$ cat src/rtl/uart_reg_bridge.sv
// uart_reg_bridge: UART byte-stream command responder driving an 8-bit register bus.
// Define UART_REG_BRIDGE_CSUM_EN to require a trailing mod-256 checksum byte per frame.
module uart_reg_bridge #(
    parameter int CLK_FREQ     = 27_000_000,
    parameter int BYTE_TIMEOUT = 2_700_000,
    parameter int RD_TIMEOUT   = 16
) (
    input  logic       CLK,
    input  logic       RST_N,
    input  logic [7:0] r_data,
    input  logic       r_ready,
    output logic       r_valid,
    output logic [7:0] w_data,
    output logic       w_valid,
    input  logic       w_ready,
    output logic [7:0] reg_addr,
    output logic [7:0] reg_wdata,
    output logic       reg_we,
    output logic       reg_re,
    input  logic [7:0] reg_rdata,
    input  logic       reg_rvalid,
    output logic       busy,
    output logic [7:0] err_cnt
);

    localparam logic [7:0] OP_WR = 8'h57;
    localparam logic [7:0] OP_RD = 8'h52;
    localparam logic [7:0] ACK   = 8'h06;
    localparam logic [7:0] NAK   = 8'h15;

    localparam int TW = $clog2(BYTE_TIMEOUT + 1);
    localparam int RW = $clog2(RD_TIMEOUT + 1);
    localparam logic [TW-1:0] TMO_LAST = TW'(BYTE_TIMEOUT - 1);
    localparam logic [RW-1:0] RD_LAST  = RW'(RD_TIMEOUT - 1);

    typedef enum logic [2:0] {
        S_IDLE     = 3'd0,
        S_GET_ADDR = 3'd1,
        S_GET_DATA = 3'd2,
`ifdef UART_REG_BRIDGE_CSUM_EN
        S_GET_CSUM = 3'd3,
`endif
        S_WR       = 3'd4,
        S_RD_REQ   = 3'd5,
        S_RD_WAIT  = 3'd6,
        S_SEND     = 3'd7
    } state_e;

    state_e          state_q, state_d;
    logic            op_wr_q, op_wr_d;
    logic [7:0]      addr_q, addr_d;
    logic [7:0]      wdata_q, wdata_d;
    logic [7:0]      w_data_q, w_data_d;
    logic            w_valid_q, w_valid_d;
    logic            reg_we_q, reg_we_d;
    logic            reg_re_q, reg_re_d;
    logic            busy_q, busy_d;
    logic [7:0]      err_q, err_d;
    logic [TW-1:0]   tmo_q, tmo_d;
    logic [RW-1:0]   rdc_q, rdc_d;
`ifdef UART_REG_BRIDGE_CSUM_EN
    logic [7:0]      sum_q, sum_d;
`endif

    logic            in_get;
    logic            pop;
    logic            tmo_hit;
    logic            nak_ev;
    logic            resp_ev;
    logic [7:0]      resp_byte;

    // States that are waiting for an incoming frame byte
    always_comb begin
        in_get = (state_q == S_GET_ADDR) || (state_q == S_GET_DATA);
`ifdef UART_REG_BRIDGE_CSUM_EN
        in_get = in_get || (state_q == S_GET_CSUM);
`endif
    end

    assign pop     = r_ready & ((state_q == S_IDLE) | in_get);
    assign r_valid = pop;
    assign tmo_hit = in_get & ~pop & (tmo_q == TMO_LAST);

    // State register
    always_ff @(posedge CLK or negedge RST_N) begin
        if (!RST_N) begin
            state_q <= S_IDLE;
        end else begin
            state_q <= state_d;
        end
    end

    // Next-state logic; also selects the response byte on entry to SEND
    always_comb begin
        state_d   = state_q;
        nak_ev    = 1'b0;
        resp_ev   = 1'b0;
        resp_byte = NAK;
        unique case (state_q)
            S_IDLE: begin
                if (pop) begin
                    if ((r_data == OP_WR) || (r_data == OP_RD)) begin
                        state_d = S_GET_ADDR;
                    end else begin
                        state_d = S_SEND;
                        nak_ev  = 1'b1;
                        resp_ev = 1'b1;
                    end
                end
            end
            S_GET_ADDR: begin
                if (pop) begin
`ifdef UART_REG_BRIDGE_CSUM_EN
                    state_d = op_wr_q ? S_GET_DATA : S_GET_CSUM;
`else
                    state_d = op_wr_q ? S_GET_DATA : S_RD_REQ;
`endif
                end else if (tmo_hit) begin
                    state_d = S_IDLE;
                end
            end
            S_GET_DATA: begin
                if (pop) begin
`ifdef UART_REG_BRIDGE_CSUM_EN
                    state_d = S_GET_CSUM;
`else
                    state_d = S_WR;
`endif
                end else if (tmo_hit) begin
                    state_d = S_IDLE;
                end
            end
`ifdef UART_REG_BRIDGE_CSUM_EN
            S_GET_CSUM: begin
                if (pop) begin
                    if (r_data == sum_q) begin
                        state_d = op_wr_q ? S_WR : S_RD_REQ;
                    end else begin
                        state_d = S_SEND;
                        nak_ev  = 1'b1;
                        resp_ev = 1'b1;
                    end
                end else if (tmo_hit) begin
                    state_d = S_IDLE;
                end
            end
`endif
            S_WR: begin
                state_d   = S_SEND;
                resp_ev   = 1'b1;
                resp_byte = ACK;
            end
            S_RD_REQ: begin
                state_d = S_RD_WAIT;
            end
            S_RD_WAIT: begin
                if (reg_rvalid) begin
                    state_d   = S_SEND;
                    resp_ev   = 1'b1;
                    resp_byte = reg_rdata;
                end else if (rdc_q == RD_LAST) begin
                    state_d = S_SEND;
                    nak_ev  = 1'b1;
                    resp_ev = 1'b1;
                end
            end
            S_SEND: begin
                if (w_ready) begin
                    state_d = S_IDLE;
                end
            end
            default: begin
                state_d = S_IDLE;
            end
        endcase
    end

    // Next values of registered outputs, captured fields and timers
    always_comb begin
        w_valid_d = (state_d == S_SEND);
        w_data_d  = resp_ev ? resp_byte : w_data_q;
        reg_we_d  = (state_d == S_WR);
        reg_re_d  = (state_d == S_RD_REQ);
        busy_d    = (state_d != S_IDLE);
        err_d     = err_q;
        if ((nak_ev || tmo_hit) && (err_q != 8'hFF)) begin
            err_d = err_q + 8'd1;
        end
        op_wr_d = op_wr_q;
        if (pop && (state_q == S_IDLE)) begin
            op_wr_d = (r_data == OP_WR);
        end
        addr_d = addr_q;
        if (pop && (state_q == S_GET_ADDR)) begin
            addr_d = r_data;
        end
        wdata_d = wdata_q;
        if (pop && (state_q == S_GET_DATA)) begin
            wdata_d = r_data;
        end
        tmo_d = (in_get && !pop && !tmo_hit) ? tmo_q + 1'b1 : '0;
        rdc_d = (state_q == S_RD_WAIT) ? rdc_q + 1'b1 : '0;
`ifdef UART_REG_BRIDGE_CSUM_EN
        sum_d = sum_q;
        if (pop && (state_q == S_IDLE)) begin
            sum_d = r_data;
        end else if (pop && ((state_q == S_GET_ADDR) || (state_q == S_GET_DATA))) begin
            sum_d = sum_q + r_data;
        end
`endif
    end

    // Output, datapath and timer registers
    always_ff @(posedge CLK or negedge RST_N) begin
        if (!RST_N) begin
            op_wr_q   <= 1'b0;
            addr_q    <= '0;
            wdata_q   <= '0;
            w_data_q  <= '0;
            w_valid_q <= 1'b0;
            reg_we_q  <= 1'b0;
            reg_re_q  <= 1'b0;
            busy_q    <= 1'b0;
            err_q     <= '0;
            tmo_q     <= '0;
            rdc_q     <= '0;
`ifdef UART_REG_BRIDGE_CSUM_EN
            sum_q     <= '0;
`endif
        end else begin
            op_wr_q   <= op_wr_d;
            addr_q    <= addr_d;
            wdata_q   <= wdata_d;
            w_data_q  <= w_data_d;
            w_valid_q <= w_valid_d;
            reg_we_q  <= reg_we_d;
            reg_re_q  <= reg_re_d;
            busy_q    <= busy_d;
            err_q     <= err_d;
            tmo_q     <= tmo_d;
            rdc_q     <= rdc_d;
`ifdef UART_REG_BRIDGE_CSUM_EN
            sum_q     <= sum_d;
`endif
        end
    end

    assign w_data    = w_data_q;
    assign w_valid   = w_valid_q;
    assign reg_addr  = addr_q;
    assign reg_wdata = wdata_q;
    assign reg_we    = reg_we_q;
    assign reg_re    = reg_re_q;
    assign busy      = busy_q;
    assign err_cnt   = err_q;

endmodule
$ cat config.mk
export PLATFORM = sky130hd
export DESIGN_NAME = uart_reg_bridge
export DESIGN_NICKNAME = d
export VERILOG_FILES = /design/src/rtl/uart_reg_bridge.sv
export SDC_FILE = /design/constraint.sdc
export NUM_CORES = 1
export LEC_CHECK = 0
export BUFFER_PORTS_ARGS = -buffer_cell sky130_fd_sc_hd__buf_2
export CAP_MARGIN = 30
export CORE_ASPECT_RATIO = 0.6
export CORE_MARGIN = 4
export CORE_UTILIZATION = 35
export CTS_CLUSTER_DIAMETER = 50
export DETAILED_ROUTE_END_ITERATION = 16
export PLACE_DENSITY_LB_ADDON = 0.08
export RECOVER_POWER = 50
export SETUP_SLACK_MARGIN = 0.02
export SYNTH_ARGS = -nofsm -noshare
export SYNTH_HDL_FRONTEND = slang
export SYNTH_SLANG_ARGS = --single-unit
$ cat constraint.sdc
create_clock -name CLK -period 3.05 [get_ports CLK]
set_input_delay 0.61 -clock CLK [delete_from_list [all_inputs] [get_ports CLK]]
set_output_delay 0.61 -clock CLK [all_outputs]
set_load 0.02 [all_outputs]
==> summary.md <==
- Buffers on Ports: 57
- final total negative setup slack: 0 ns
- cell area power density: 887.1 nW/um^2
- Iter 0 DRT Violations: 95
- synthesized-area fraction occupied by and/or/nand/nor cells: 21.74%
- endpoint class of the critical path: flip-flop
- flip-flop and latch count after synthesis: 67
- worst reg2reg setup slack: 0.78 ns
- number of global-route vias before repair: 2,179
- share of synthesized cell area in full adder, half adder and majority cells: 1.610%
- number of I/O pins: 58
- number of cells on the worst reg-to-reg path: 5
- number of setup violations in the final report: 0
- clock network latency to the later pin of the worst-skew pair: 0.33 ns
- Synth Flop Type: dfrtp_1
- compound-cell area share of the yosys netlist: 6.119%
- Die W: 129.7 um
- Worst Hold Path EP: rdc_q[0]
- clock transition time at the flip-flop clock pins of the worst setup and hold paths: 0.05 ns
- category of the most critical setup path: flip-flop to flip-flop
- number of standard cells in the layout, taps in and fillers out: 461
- total wirelength of the detailed-routed design: 6.879 mm
- total power after layout: 3.349 mW
- Die ar.: 10,500 sq um
- Detailed Routing Iterations Pass 1: 4
- ratio of routed vias to standard cells: 4.807
- Mapped Area: 3108 sq um
- status: finished, violations left
- Rows: 26
- post-cts repair resize count: 0
- Avg Inst Size Synth: 11.22 sq um
- hpwl dp: 4.804 mm
- normalized max-slew margin: -12.08%
- Setup WS post-layout: 0.7822 ns
- period utilization: 74.36%
- CTS Hold Bufs: 0
- count of maximum capacitance violations: 1
- average routed wire per standard cell: 14.92 um
- static leakage: 1.686 nW
- number of placed instances with taps included: 445
- source of the worst hold timing path: rdc_q[0]
- TritonCTS Sinks: 67
- Least-Margin Pin Slew: 1.681 ns
- Final Slew Violations: 68
- Fmax achieved: 440.9 MHz
- minimum clock period: 2.268 ns
- warnings from Yosys: 0
- global-route wire length before repair: 11.41 mm
- proportion of synthesized chip area in sequential cells: 53.95%
- arrival time of the worst setup path: 2.47 ns
- core region area: 8588 sq um
- clock buffer depth: 2
- setup fix buffers added after clock tree synthesis: 0
- maximum number of pins on one net before global-route repair: 68
- unrepaired setup endpoints after global routing: false
- Setup Slack @ Placement: 0.7015 ns
- startpoint types: flip-flop
- mux cell area share after synthesis: 6.884%
- cell at the root of the clock tree: clkbuf_16
- hold violation count in the final report: 0
- failing checks: max-capacitance violations, max-slew violations
- post-synthesis instance total: 277
- Mapped Nets: 302
- final estimated routing congestion in global placement: 0.7577
- xor/xnor cell area share of the yosys netlist: 7.890%
- synthesis-to-finish area growth: 21.46%
- worst clock skew: 0.003710 ns
- clock buffer count from CTS: 9
- ratio of cells with drive above 1 in the final layout: 26.36%
- number of nets still failing antenna checks after routing: 0
- Initial Util: 36.19%
- destination of the worst register-to-register timing path: err_cnt[1]
- post-route DRC violation count: 0
- Peak VDD IR: 376.8 uV
- CP Max Fanout: 11
- number of H-tree branching levels: 3
- proportion of register bits with asynchronous set or reset after synthesis: 100.0%
- vertical die dimension: 80.99 um
- Hold Crit Depth: 1
- kind of path behind the tightest hold check: flip-flop to flip-flop
- worst path required time: 3.25 ns
- total global-route track usage: 14.35%
- CTS tree: built
- global-route congestion overflow total: 0
- number of enable flip-flop cells after synthesis: 0
- NumNets Final: 369
- number of inserted diodes: 0
- largest family of logic cells by synthesized area: simple AND/OR/NAND/NOR gates
- startpoint of the lowest-slack register-to-register path: state_q[1]
- CP startpoint: state_q[1]
- number of distinct library cells after synthesis: 43
- initial antenna violation count: 0
- DR vias: 2,216
==> layer usage <==
layer	up-vias	track usage, %	part of all wire, %
met2	40	17.83	37
met3	9	5.125	4.7
met1	1062	22.15	57
li1	1105	-	-
met4	0	5.290	1.2
met5	-	0	0
==> cell type report <==
cell class	instances	area [sq um]
Clock buffer	14	264.0
Multi-Input combinational cell	200	1369
Timing Repair Buffer	61	296.5
Clock inverter	2	10.01
Inverter	5	18.77
Tap cell	112	140.1
Sequential cell	67	1677
Fill cell	858	4813
==> synth_stat cells (2+ instances only) <==
| master | n | area [sq um] |
|---|---|---|
| ha_1 | 4 | 50.05 |
| nor3_1 | 8 | 40.04 |
| nor2_2 | 2 | 12.51 |
| buf_2 | 3 | 15.01 |
| and3_1 | 6 | 37.54 |
| nand2b_1 | 3 | 18.77 |
| nor2_1 | 37 | 138.9 |
| and2_1 | 3 | 18.77 |
| nand2_1 | 20 | 75.07 |
| o21ai_0 | 4 | 20.02 |
| a21oi_1 | 10 | 50.05 |
| xor2_1 | 19 | 166.4 |
| buf_6 | 2 | 22.52 |
| mux2_2 | 16 | 180.2 |
| nand3b_1 | 2 | 15.01 |
| or4b_4 | 2 | 27.53 |
| dfrtp_1 | 67 | 1677 |
| nand3_1 | 13 | 65.06 |
| nand4b_1 | 2 | 17.52 |
| nand4_1 | 10 | 62.56 |
| a22o_1 | 5 | 43.79 |
| mux2_1 | 3 | 33.78 |
| xnor2_1 | 9 | 78.83 |
| nor2b_1 | 4 | 25.02 |
| inv_1 | 5 | 18.77 |
==> how the worst max path moves through the flow <==
stage	to	slack, ns	cells after the start
finish	err_cnt[1]	0.78	5
global route	err_cnt[7]	0.70	5
global placement	err_cnt[6]	0.74	6
floorplan	err_cnt[1]	1.02	5
CTS	err_cnt[1]	0.85	5
detailed placement	err_cnt[1]	0.70	6
==> where the power goes <==
group | switching [mW] | leakage, nW | total [mW] | internal (mW)
clock | 0.358 | 0.137 | 0.950 | 0.592
sequential | 0.202 | 0.865 | 1.34 | 1.14
combinational | 0.650 | 0.685 | 1.06 | 0.411
total | 1.21 | 1.69 | 3.35 | 2.14
==> sequential cells by signal, summed over array words and instances (netlist names) <==
register / cells
busy: 1
err_cnt: 8
op_wr_q: 1
rdc_q: 5
reg_addr: 8
reg_re: 1
reg_wdata: 8
reg_we: 1
state_q: 3
tmo_q: 22
w_data: 8
w_valid: 1
==> stage by stage <==
step	cell area [sq um]	hold WS (ns)	util [%]
detailed placement	3526	0.4591	41.05
floorplan	3108	0.3144	-
global route	3775	0.4960	43.95
CTS	3800	0.4661	44.25
global placement	3526	0.4513	41.05
finish	3775	0.4648	43.95
==> cells in the final DEF, fill, tap and decap left out, types with 4 or more instances in the layout <==
cell | Yosys | routed
nand4_1 | 10 | 10
mux2_2 | 16 | 16
nor2b_1 | 4 | 4
dfrtp_1 | 67 | 67
nand2_1 | 20 | 20
a22o_1 | 5 | 5
o21ai_0 | 4 | 4
a21oi_1 | 10 | 10
buf_2 | 3 | 47
clkbuf_16 | 0 | 9
ha_1 | 4 | 4
clkbuf_1 | 0 | 14
nand3_1 | 13 | 13
nor3_1 | 8 | 8
xnor2_1 | 9 | 9
nor2_1 | 37 | 37
inv_1 | 5 | 5
xor2_1 | 19 | 19
and3_1 | 6 | 6
==> cells by family after synthesis <==
group,after synthesis
xor gates and xnor gates,28
and+or+nand+nor,124
DFF,67
buffers and inverters,10
AOI/OAI and AO/OA,25
adders and majority gates,4
muxes,19
==> critical path, cell delays in order (launching register included) <==
cell and delay (ns):
dfrtp_1 0.50, or4b_1 0.66, a31oi_4 0.30, nor2_2 0.15, a21boi_4 0.20, mux2_1 0.34
(Power assumes the default switching activity.)
